[src/rtl/zpn_pkg.sv]
// zpn_pkg: shared branch opcodes, flag entry layout and Z/P/N helper for the flag producer.
package zpn_pkg;
  localparam logic [4:0] BR_BEQZ = 5'b01100;
  localparam logic [4:0] BR_BNEZ = 5'b01101;
  localparam logic [4:0] BR_BLTZ = 5'b01110;
  localparam logic [4:0] BR_BGEZ = 5'b01111;
  localparam int ZPN_OP_W = 5;
  typedef struct packed {
    logic [ZPN_OP_W-1:0] op;
    logic                z;
    logic                p;
    logic                n;
  } zpn_entry_t;
  // Width-agnostic: caller supplies the zero test and the sign bit of its value.
  function automatic logic [2:0] zpn_of(input logic zero, input logic sign);
    return {zero, ~zero & ~sign, sign};
  endfunction
endpackage

[src/rtl/zpn_fifo_mem.sv]
// zpn_fifo_mem: DEPTH x W flag-entry storage with one write port and an asynchronous head read port.
module zpn_fifo_mem #(
  parameter int W     = 8,
  parameter int DEPTH = 2
) (
  input  logic                     clk,
  input  logic                     we,
  input  logic [$clog2(DEPTH)-1:0] waddr,
  input  logic [W-1:0]             wdata,
  input  logic [$clog2(DEPTH)-1:0] raddr,
  output logic [W-1:0]             rdata
);
  logic [W-1:0] mem_q [DEPTH];
  always_ff @(posedge clk)
    if (we) mem_q[waddr] <= wdata;
  assign rdata = mem_q[raddr];
endmodule

[src/rtl/zpn_flag_gen.sv]
// zpn_flag_gen: computes Z/P/N for a branch source value and queues {op,Z,P,N} for the branch evaluator.
// Optional ZPN_BYPASS_EN: an empty queue forwards a ready input straight to the outputs.
module zpn_flag_gen
  import zpn_pkg::*;
#(
  parameter int DATA_W = 16,
  parameter int OP_W   = 5,
  parameter int DEPTH  = 2
) (
  input  logic                     clk,
  input  logic                     rst_n,
  input  logic                     in_valid,
  output logic                     in_ready,
  input  logic [DATA_W-1:0]        in_data,
  input  logic [OP_W-1:0]          in_op,
  input  logic                     flush,
  output logic                     out_valid,
  input  logic                     out_ready,
  output logic [OP_W-1:0]          out_op,
  output logic                     out_z,
  output logic                     out_p,
  output logic                     out_n,
  output logic [$clog2(DEPTH):0]   occupancy
);
  localparam int AW = $clog2(DEPTH);
  localparam int EW = OP_W + 3;
  localparam logic [AW:0] FULL = (AW+1)'(DEPTH);
  logic [AW:0]   count_q, count_d;
  logic [AW-1:0] wr_ptr_q, wr_ptr_d, rd_ptr_q, rd_ptr_d;
  logic [EW-1:0] in_ent, head;
  logic          stored, byp, push, pop;
  assign in_ent   = {in_op, zpn_of(in_data == '0, in_data[DATA_W-1])};
  assign stored   = count_q != '0;
  assign in_ready = count_q < FULL;
`ifdef ZPN_BYPASS_EN
  assign byp = ~stored & in_valid & out_ready & ~flush;
  assign out_valid = stored | byp;
  assign {out_op, out_z, out_p, out_n} = byp ? in_ent : stored ? head : '0;
`else
  assign byp = 1'b0;
  assign out_valid = stored;
  assign {out_op, out_z, out_p, out_n} = stored ? head : '0;
`endif
  // Flush wins over both sides; a bypassed entry is consumed, never stored.
  assign push = in_valid & in_ready & ~flush & ~byp;
  assign pop  = stored & out_ready & ~flush;
  always_comb begin
    count_d  = flush ? '0 : count_q + (AW+1)'(push) - (AW+1)'(pop);
    wr_ptr_d = flush ? '0 : wr_ptr_q + AW'(push);
    rd_ptr_d = flush ? '0 : rd_ptr_q + AW'(pop);
  end
  always_ff @(posedge clk or negedge rst_n)
    if (!rst_n) begin
      count_q  <= '0;
      wr_ptr_q <= '0;
      rd_ptr_q <= '0;
    end else begin
      count_q  <= count_d;
      wr_ptr_q <= wr_ptr_d;
      rd_ptr_q <= rd_ptr_d;
    end
  zpn_fifo_mem #(.W(EW), .DEPTH(DEPTH)) u_mem (
    .clk   (clk),
    .we    (push),
    .waddr (wr_ptr_q),
    .wdata (in_ent),
    .raddr (rd_ptr_q),
    .rdata (head)
  );
  assign occupancy = count_q;
endmodule

[config.mk]
export PLATFORM = sky130hd
export DESIGN_NAME = zpn_flag_gen
export DESIGN_NICKNAME = d
export VERILOG_FILES = /design/src/rtl/zpn_pkg.sv /design/src/rtl/zpn_fifo_mem.sv /design/src/rtl/zpn_flag_gen.sv
export SDC_FILE = /design/constraint.sdc
export NUM_CORES = 1
export LEC_CHECK = 0
export BUFFER_PORTS_ARGS = -buffer_cell sky130_fd_sc_hd__buf_2
export CORE_UTILIZATION = 49
export CTS_BUF_LIST = sky130_fd_sc_hd__clkbuf_16
export CTS_CLUSTER_SIZE = 25
export DETAILED_ROUTE_END_ITERATION = 16
export GPL_ROUTABILITY_DRIVEN = 0
export GPL_TIMING_DRIVEN = 0
export PLACE_DENSITY = 0.81
export SYNTH_ARGS = -nofsm -noshare
export SYNTH_HDL_FRONTEND = slang
export SYNTH_SLANG_ARGS = --single-unit
export TNS_END_PERCENT = 10
[constraint.sdc]
create_clock -name clk -period 2.6 [get_ports clk]
set_clock_uncertainty 0.1 [all_clocks]
set_input_delay 0.39 -clock clk [delete_from_list [all_inputs] [get_ports clk]]
set_output_delay 0.39 -clock clk [all_outputs]
set_load 0.03 [all_outputs]
---- Word-level counts from Yosys, hierarchy flattened ----
Memories as Yosys holds them, arrays and structs flattened.
Index checks and enable logic that the tools add are counted.
storage, ports and cells
  register bits after elaboration ......... 4
  RAM bits ................................ 16
  bits of input ports ..................... 26
  output and inout bits ................... 12
  memories ................................ 1
memory list
  memory       depth  width  rd ports  clocked after memory_dff  wr ports  line                text
  u_mem.mem_q  2      8      1         0                         1         zpn_fifo_mem.sv:13  logic [W-1:0] mem_q [DEPTH];
operators by class
  $add $sub $neg .......................... 4
  magnitude comparators ................... 1
  mux-type cells .......................... 6
  bitwise operators ....................... 8
  reductions and logical operators ........ 2
operators by type and width
  kind                  number
  $logic_not A16 Y1     1
  $mux W8               1
  $and A1 B1 Y1         5
  $mux W1               4
  $not A1 Y1            3
  $add A1 B1 Y1         2
  $add A2 B1 Y2         1
  $lt A2 B2 Y1 const B  1
  $mux W2               1
  $reduce_bool A2 Y1    1
  $sub A2 B1 Y2         1

---- Longest topological paths before layout ----
Gate-level depths: netlist of run 1.
  word-level depth ........................ 6
  mapped depth ............................ 9
  depth with buffers taken out ............ 9

---- Modules after synthesis ----
From an unflattened synthesis of run 1, not the netlist that was laid out.
unflattened totals
  cells, all modules ...................... 63
  area total of the unflattened synthesis .. 945.9 µm²
modules (own cells, without submodules)
  module        instances  cells each  area each (µm²)
  zpn_fifo_mem  1          27          624.3
  zpn_flag_gen  1          36          321.6

---- Worst setup path after synthesis of run 1 ----
Ideal clock, no wire load.
  path kind ............................... reg-to-reg
  from .................................... register count_q[1] (netlist: occupancy[1])
  to ...................................... register count_q[1] (netlist: occupancy[1])
  data arrival time ....................... 1.879 ns
  data required time ...................... 2.381 ns
  path slack .............................. 0.502 ns
  stages on the path, launching flop included .. 10
  cell sequence ........................... dfrtp_1 inv_1 and3_1 inv_1 ha_1 inv_1 ha_1 xnor2_1 xnor2_1 nor2_1
between the ends
  cells in the longest elaborated chain, start to end .. 6
  elaborated cells on any way between the ends .. 9
ends and longest elaborated chain
  item                         line                text
  start, declared              zpn_flag_gen.sv:28  logic [AW:0] count_q, count_d;
  start signal, assigned       zpn_flag_gen.sv:58  count_q <= count_d;
  $lt A2 B2 Y1                 zpn_flag_gen.sv:34  assign in_ready = count_q < FULL;
  named net in_ready           zpn_flag_gen.sv:13  output logic in_ready,
  $and A1 B1 Y1 (2 in series)  zpn_flag_gen.sv:45  assign push = in_valid & in_ready & ~flush & ~byp;
  $add A2 B1 Y2                zpn_flag_gen.sv:48  count_d = flush ? '0 : count_q + (AW+1)'(push) - (AW+1)'(pop);
  $sub A2 B1 Y2                zpn_flag_gen.sv:48
  $mux W2                      zpn_flag_gen.sv:48
  named net count_d[1]         zpn_flag_gen.sv:28
The timed path passes the listed nets, and every way through them passes these cells.

---- Final worst setup path of run 1 ----
  from .................................... register count_q[0] (netlist: occupancy[0])
  to ...................................... register count_q[1] (netlist: occupancy[1])
between the ends
  cells in the longest elaborated chain, start to end .. 6
  elaborated cells on any way between the ends .. 9
ends and longest elaborated chain
  item                         line
  $lt A2 B2 Y1                 zpn_flag_gen.sv:34
  $and A1 B1 Y1 (2 in series)  zpn_flag_gen.sv:45
  $add A2 B1 Y2                zpn_flag_gen.sv:48
  $sub A2 B1 Y2 (*)            zpn_flag_gen.sv:48
  $mux W2 (*)                  zpn_flag_gen.sv:48
  named net count_d[1]         zpn_flag_gen.sv:28
The timed path passes the listed nets; every way through them passes the cells marked *.

==> summary.txt, run 1 <==
Clock Path Buffers: 2
Mapped Area: 873 um^2
area of the die: 1950 um^2
placed instance area: 1080 um^2
Post-synth top flop: edfxtp_1
Resize count post-CTS: 0
max_cap viols: 0
top post-synthesis cells by area: edfxtp_1 (55%), dfrtp_1 (11%), mux2i_1 (9.2%), ha_1 (5.7%), nor2_1 (5.6%)
power density cells: 828 nW/um^2
failing checks: design-rule violations
Final Hold Fails: 0
ys async rst share: 20.0%
layout cells sized above 1: 39.6%
gr usage total: 17.5%
vias in the first global route: 552
Cells after DPL: 117
number of synthesized flops with an enable pin: 16
GRT overflow: 0
total power: 0.967 mW
Final setup viols: 0
Synth Area per Inst: 13.6 um^2
Levels on crit path: 8
# diodes: 0
vias per inst: 5.15
Worst-path clk slew: 0.05 ns
WL final: 1.51 mm
register area: 581 um^2
CTS tree: yes
Core ar.: 1580 um^2
maximum vdd drop: 0.000461 V
initial cell density of the core: 55.4%
Setup CP Type: flop to flop
Synth Warn #: 0
fill count: 108
DP Wirelength: 1.14 mm
Worst path top cell family by delay: adder cells
antenna violations before repair: 0
Syn-to-layout area delta: 33.7%
Pins Over Slew Limit: 0
die height: 44.2 um
pre-CTS setup slack: 0.659 ns
clk sinks: 20
critical path's slowest cell: dfrtp_1
Tcrit/Tclk final: 75.5%
RSZ-0062 raised after global routing: false
pin count of the biggest net entering global routing: 12
setup TNS: 0 ns
list of most frequent post-synthesis cells: edfxtp_1 (16), nor2_1 (13), mux2i_1 (8), inv_1 (6)
Final Non-Filler Cells: 122
TritonCTS buffer count: 3
root buffer cell: clkbuf_16
Critical Path End Type: flop
post-layout instance area: 1170 um^2
worst endpoint required time: 2.64 ns
first-pass GRT wire length: 2.40 mm
Worst R2R Path Depth: 8
status: complete, but fails checks
Antenna Violating Nets Remaining: 0
Slew headroom: 74.7%
final net count: 137
P_leak: 0.535 nW
post-synth top area cell: edfxtp_1
routed length per instance: 12.4 um
FP Rows: 14
slowest stage delay, CP: 0.42 ns
worst path arrival time: 2.00 ns
synthesis-stage register bit count: 20
Fin Hold WS: 0.228 ns
fin crit period: 1.96 ns
Worst Path Buf+Inv: 1
DRT Pass-1 Iters: 9
Mapped Cells: 64
drt drc: 1
Initial DRC Count: 6
worst setup margin: 0.637 ns
CP Cell Sequence: o21ai_0 > nor2_1 > ha_1 > inv_1 > ha_1 > xnor2_1 > xnor2_1 > nor2_1
sequential-to-total area share from yosys stat: 66.5%
CP Max Fanout: 4
Worst Max-Slew Pin Slew: 0.379 ns
hold crit path type: input pin to flop
Syn Nets: 94
Synth top area share: 55.0%
crit start category: flop
Max Freq: 0.509 GHz
multi-input logic area: 263 um^2
WHS Path Cells: 1
I/O Buffers: 37
most numerous cell in the Yosys netlist: edfxtp_1
post-synthesis cell type count: 15
Top Ports: 38
Die Width: 44.2 um
worst skew pair latency: 0.25 ns
via count: 628
CTS H-Tree Depth: 1
final core occ: 74.0%
-- where the power goes --
group	internal (mW)	total (mW)	switching, mW	leakage [nW]
Clock	0.204	0.306	0.102	0.0385
Sequential	0.373	0.386	0.0129	0.203
Combinational	0.0943	0.274	0.180	0.294
Total	0.672	0.967	0.295	0.535
-- cell type report --
class,instances,share of cell area [%]
plain buffers,1,0.643
clock buffers,3,6.43
clock inverters,1,0.322
inverters,6,1.93
multi-input cells,37,22.5
flip-flops and latches,20,49.7
well taps,16,1.71
repair buffers,38,16.7
-- sequential cells by signal (all words and copies together) (netlist names) --
register     count
u_mem.mem_q     16
occupancy        2
wr_ptr_q         1
rd_ptr_q         1
-- final timing paths --
check | start | to | slack [ns]
setup / recovery | occupancy[0] | occupancy[1] | 0.64
hold / removal | in_op[3] | u_mem.mem_q[1][6] | 0.23
setup reg to reg | occupancy[0] | occupancy[1] | 0.64
hold reg to reg | wr_ptr_q | wr_ptr_q | 0.52
max in group asynchronous | rst_n | rd_ptr_q | 1.91
min in group asynchronous | rst_n | occupancy[0] | 0.37
-- logic make-up after synthesis --
logic type	after synthesis	share of synthesized area, %
buf+inv	7	3.44
compound gates	1	0.573
simple gates	21	11.6
fa+ha+maj	4	5.73
flops	20	66.5
xor+xnor	3	3.01
mux	8	9.17
-- per-layer routing --
metal / share of wire [%] / up-vias / wire (um) / track usage (%)
li1: - / 311 / - / -
met1: 40 / 291 / 602 / 23.4
met2: 54 / 22 / 815 / 27.9
met3: 4.9 / 4 / 74 / 3.67
met4: 1.3 / 0 / 19 / 7.27
met5: 0 / - / 0 / 0
-- timing repair --
item / CTS / global route
hold buffers: 1 / 0
buffers inserted: 0 / 0
hold endpoints to repair: 4 / 0
-- cells in the final DEF (no fill, tap or decap), drive strengths merged --
master and count:
dfrtp 4, and4 1, ha 4, clkinv 1
mux2i 8, inv 6, o21ai 1, clkbuf 3
edfxtp 16, xor2 1, buf 38, nor2b 1
nor2 14, nor4 4, xnor2 2, and3 1
dlygate4sd3 1
No activity file was read; power rests on OpenSTA's default activity.
==> inputs of run 2 (changes only) <==
CORE_UTILIZATION = 41   (was 49)
PLACE_DENSITY = 0.72   (was 0.81)
clock period = 1.6 ns   (was 2.6 ns; I/O delays follow)
==> run 2 against run 1 <==
Compared with the run above:
- the flow finishes with violations (negative setup slack)
- power up 68%
- critical endpoint unchanged
- critical path depth increased by 1
- sequential share of layout area down 3.6 points
- largest power group unchanged
==> summary.txt, run 2 (same netlist as run 1, synthesis figures left out) <==
status: complete, but fails checks
crit start category: flop
layout cells sized above 1: 52.3%
area of the die: 2320 um^2
die height: 48.2 um
critical path's slowest cell: dfrtp_2
Clock Path Buffers: 2
fin crit period: 1.69 ns
initial cell density of the core: 44.1%
total power: 1.63 mW
CTS tree: yes
Cells after DPL: 128
DP Wirelength: 1.12 mm
max_cap viols: 0
slowest stage delay, CP: 0.45 ns
worst setup margin: -0.0867 ns
routed length per instance: 12.0 um
CP Cell Sequence: inv_4 > and3_4 > inv_2 > ha_4 > inv_2 > ha_4 > xnor2_2 > xnor2_1 > nor2_1
I/O Buffers: 37
via count: 626
Antenna Violating Nets Remaining: 0
pin count of the biggest net entering global routing: 12
worst path arrival time: 1.71 ns
CP Max Fanout: 4
P_leak: 0.547 nW
Worst-path clk slew: 0.05 ns
first-pass GRT wire length: 2.39 mm
Top Ports: 38
Final Hold Fails: 0
Setup CP Type: flop to flop
antenna violations before repair: 0
Worst Max-Slew Pin Slew: 0.215 ns
drt drc: 0
worst endpoint required time: 1.63 ns
commonest non-fill, non-tap cell in the layout: buf_2
# diodes: 0
number of flip-flops in the largest register: 16
maximum vdd drop: 0.000673 V
Biggest register: u_mem.mem_q
TritonCTS buffer count: 3
FP Rows: 16
Syn-to-layout area delta: 44.7%
vias in the first global route: 564
Pins Over Slew Limit: 0
Max Freq: 0.593 GHz
worst skew pair latency: 0.24 ns
RSZ-0062 raised after global routing: true
failing checks: negative setup slack
Die Width: 48.2 um
WL final: 1.64 mm
CTS H-Tree Depth: 1
most frequent cells in the layout: buf_2 (37), edfxtp_1 (16), nor2_1 (13)
gr usage total: 16.1%
Final setup viols: 1
clk sinks: 20
Tcrit/Tclk final: 105%
hold crit path type: input pin to flop
Initial DRC Count: 2
final core occ: 63.8%
Final Non-Filler Cells: 136
Core ar.: 1980 um^2
Slew headroom: 85.6%
root buffer cell: clkbuf_16
final net count: 140
Critical Path End Type: flop
DRT Pass-1 Iters: 2
GRT overflow: 0
power density cells: 1290 nW/um^2
vias per inst: 4.60
[run 2: cell types whose count changed in the layout (fill, tap and decap cells not counted), sizes merged]
cell    delta
buf        +3
clkinv     -1
inv        +1
[run 2: report_power, final]
group / internal (mW) / switching [mW]
Clock: 0.331 / 0.158
Combinational: 0.192 / 0.304
Sequential: 0.609 / 0.0337
Total: 1.13 / 0.496
[run 2: path summary, 6_finish.rpt]
path,start,to,slack (ns),cells after the start
worst max-delay path,occupancy[1],occupancy[1],-0.09,9
worst min-delay path,in_op[0],u_mem.mem_q[0][3],0.08,1
worst max register to register,occupancy[1],occupancy[1],-0.09,9
worst min register to register,wr_ptr_q,wr_ptr_q,0.57,3
max in group asynchronous,rst_n,occupancy[0],1.03,2
min in group asynchronous,rst_n,occupancy[1],0.24,2
[run 2: routing by layer]
layer / vias to the layer above / routed length, um / global-route usage [%]
met3: 5 / 58 / 4.07
met4: 0 / 32 / 9.44
met5: - / 0 / 0
li1: 315 / - / -
met1: 285 / 618 / 17.0
met2: 21 / 928 / 28.8
[run 2: area by class of cell]
cell class | count | area, um^2
buffer | 1 | 11.3
clock buffer | 3 | 75.1
clock inverter | 1 | 3.75
fill | 153 | 718
inverter | 6 | 25.0
multi-input combinational | 37 | 314
sequential | 20 | 583
tap | 27 | 33.8
timing repair buffer | 41 | 218
[run 2: worst max-delay path: cells and delay by family, from the launching register on]
family / cells / cell delay, ns
flip-flops: 1 / 0.45
XOR/XNOR: 2 / 0.25
AND/OR/NAND/NOR: 2 / 0.23
buffers and inverters: 3 / 0.14
adder cells (fa/ha/maj): 2 / 0.40
[run 2: repair_timing]
action                                  in CTS  in global routing
pin swaps                                    6                  0
hold endpoints to repair                     4                  0
gates resized for setup                      4                  2
buffers inserted                             3                  0
hold buffers                                 1                  0
endpoints found under the setup margin      11                 10
[run 2: metrics by stage]
step | area [um^2] | worst slack [ns] | hold WS (ns) | TNS, ns
6_report | 1260 | -0.0867 | 0.0822 | -0.0867
5_1_grt | 1260 | -0.139 | 0.0774 | -0.166
4_1_cts | 1250 | -0.0841 | 0.0776 | -0.562
3_5_place_dp | 1130 | -0.173 | -0.0468 | -0.173
3_3_place_gp | 1130 | -0.132 | -0.0476 | -0.132
2_1_floorplan | 915 | -0.238 | -0.156 | -0.326
==> inputs of run 3 (changes only) <==
SKIP_LAST_GASP = 1   (was unset)
==> run 3 against run 2 <==
Compared with the run above:
- global-route usage is 0.39 points lower
- the flow still finishes with violations (negative setup slack)
- critical path depth stayed put
- register-to-register slack hardly changed
- sequential power hardly changed
- first-iteration DRC count grew to 3.5 times the previous value
- routed wire length is 2.0% lower
- final cell count stayed put
- setup slack worse by 0.0087 ns
- combinational power is 1% lower
- sequential cell count stayed put
- hold slack better by 0.00074 ns
- fmax is 0.51% lower
- critical endpoint unchanged
==> summary.txt, run 3 (same netlist as run 1, synthesis figures left out) <==
placed instance area: 1130 um^2
WL final: 1.61 mm
max_cap viols: 0
crit start category: flop
P_leak: 0.550 nW
area of the die: 2320 um^2
post-layout instance area: 1250 um^2
Pins Over Slew Limit: 0
CTS tree: yes
Final Hold Fails: 0
total power: 1.62 mW
routed length per instance: 11.8 um
drt drc: 0
worst path arrival time: 1.72 ns
antenna violations before repair: 0
Final setup viols: 17
worst setup margin: -0.0954 ns
CP Cell Sequence: inv_4 > and3_4 > inv_2 > ha_4 > inv_2 > ha_4 > xnor2_2 > xnor2_1 > nor2_1
worst endpoint required time: 1.63 ns
Antenna Violating Nets Remaining: 0
root buffer cell: clkbuf_16
# diodes: 0
Clock Path Buffers: 2
final net count: 140
RSZ-0062 raised after global routing: true
Slew headroom: 73.9%
final core occ: 63.3%
Top Ports: 38
layout cells sized above 1: 50.5%
CP Max Fanout: 4
Syn-to-layout area delta: 43.7%
DRT Pass-1 Iters: 2
hold crit path type: input pin to flop
status: complete, but fails checks
first-pass GRT wire length: 2.32 mm
gr usage total: 15.8%
via count: 628
Initial DRC Count: 7
TritonCTS buffer count: 3
setup TNS: -0.434 ns
die height: 48.2 um
worst skew pair latency: 0.24 ns
power density cells: 1290 nW/um^2
vias in the first global route: 564
Critical Path End Type: flop
maximum vdd drop: 0.000683 V
CTS H-Tree Depth: 1
Worst-path clk slew: 0.05 ns
Core ar.: 1980 um^2
vias per inst: 4.62
Biggest register: u_mem.mem_q
number of flip-flops in the largest register: 16
I/O Buffers: 37
pin count of the biggest net entering global routing: 12
fin crit period: 1.70 ns
Tcrit/Tclk final: 106%
DP Wirelength: 1.12 mm
Max Freq: 0.590 GHz
critical path's slowest cell: dfrtp_2
commonest non-fill, non-tap cell in the layout: buf_2
FP Rows: 16
most frequent cells in the layout: buf_2 (37), edfxtp_1 (16), nor2_1 (13)
Setup CP Type: flop to flop
clk sinks: 20
failing checks: negative setup slack
Worst Max-Slew Pin Slew: 0.392 ns
slowest stage delay, CP: 0.45 ns
initial cell density of the core: 44.1%
Die Width: 48.2 um
GRT overflow: 0
-- run 3: cell counts in the layout (fill, tap and decap cells not counted) --
Identical to the previous run, type by type.
-- run 3: final timing paths --
path | startpoint | slack (ns) | cells past startpoint | to
hold reg to reg | wr_ptr_q | 0.53 | 3 | wr_ptr_q
setup reg to reg | occupancy[1] | -0.1 | 9 | occupancy[1]
min in group asynchronous | rst_n | 0.24 | 2 | occupancy[1]
max in group asynchronous | rst_n | 1.02 | 2 | occupancy[0]
hold / removal | in_op[0] | 0.08 | 1 | u_mem.mem_q[0][3]
setup / recovery | occupancy[1] | -0.1 | 9 | occupancy[1]
-- run 3: layout make-up --
cell class | instances | area [um^2]
Sequential cell | 20 | 583
Tap cell | 27 | 33.8
Multi-Input combinational cell | 37 | 309
Timing Repair Buffer | 41 | 218
Clock buffer | 3 | 75.1
Inverter | 6 | 25.0
Buffer | 1 | 7.51
Clock inverter | 1 | 3.75
Fill cell | 152 | 727
-- run 3: where the power goes --
group	total, mW	internal [mW]	switching [mW]	leakage (nW)
clock	0.487	0.331	0.156	0.0423
sequential	0.641	0.609	0.0321	0.200
combinational	0.489	0.187	0.302	0.308
-- run 3: routing by layer --
layer | track usage, % | routed length (um) | up-vias
met2 | 29.1 | 903 | 19
met5 | 0 | 0 | -
met3 | 4.07 | 50 | 5
li1 | - | - | 315
met4 | 9.44 | 37 | 0
met1 | 15.6 | 614 | 289
-- run 3: critical path, delay by kind of cell (launching register included) --
family / cells / cell delay [ns]
XOR/XNOR: 2 / 0.25
buffers and inverters: 3 / 0.14
AND/OR/NAND/NOR: 2 / 0.23
adder cells (fa/ha/maj): 2 / 0.40
flip-flops: 1 / 0.45
-- run 3: timing repair --
item,in CTS,in global routing
buffers inserted,3,0
hold endpoints to repair,4,0
hold buffers,1,0
resized for setup,2,1
pin swaps,5,1
endpoints found under the setup margin,11,26
-- run 3: through the flow --
| stage | cells | worst slack [ns] | hold slack [ns] |
|---|---|---|---|
| after floorplan | 64 | -0.238 | -0.156 |
| after global placement | 128 | -0.132 | -0.0476 |
| after detailed placement | 128 | -0.173 | -0.0468 |
| after CTS | 136 | -0.0841 | 0.0776 |
| after global routing | 136 | -0.139 | 0.0774 |
| final | 136 | -0.0954 | 0.0830 |
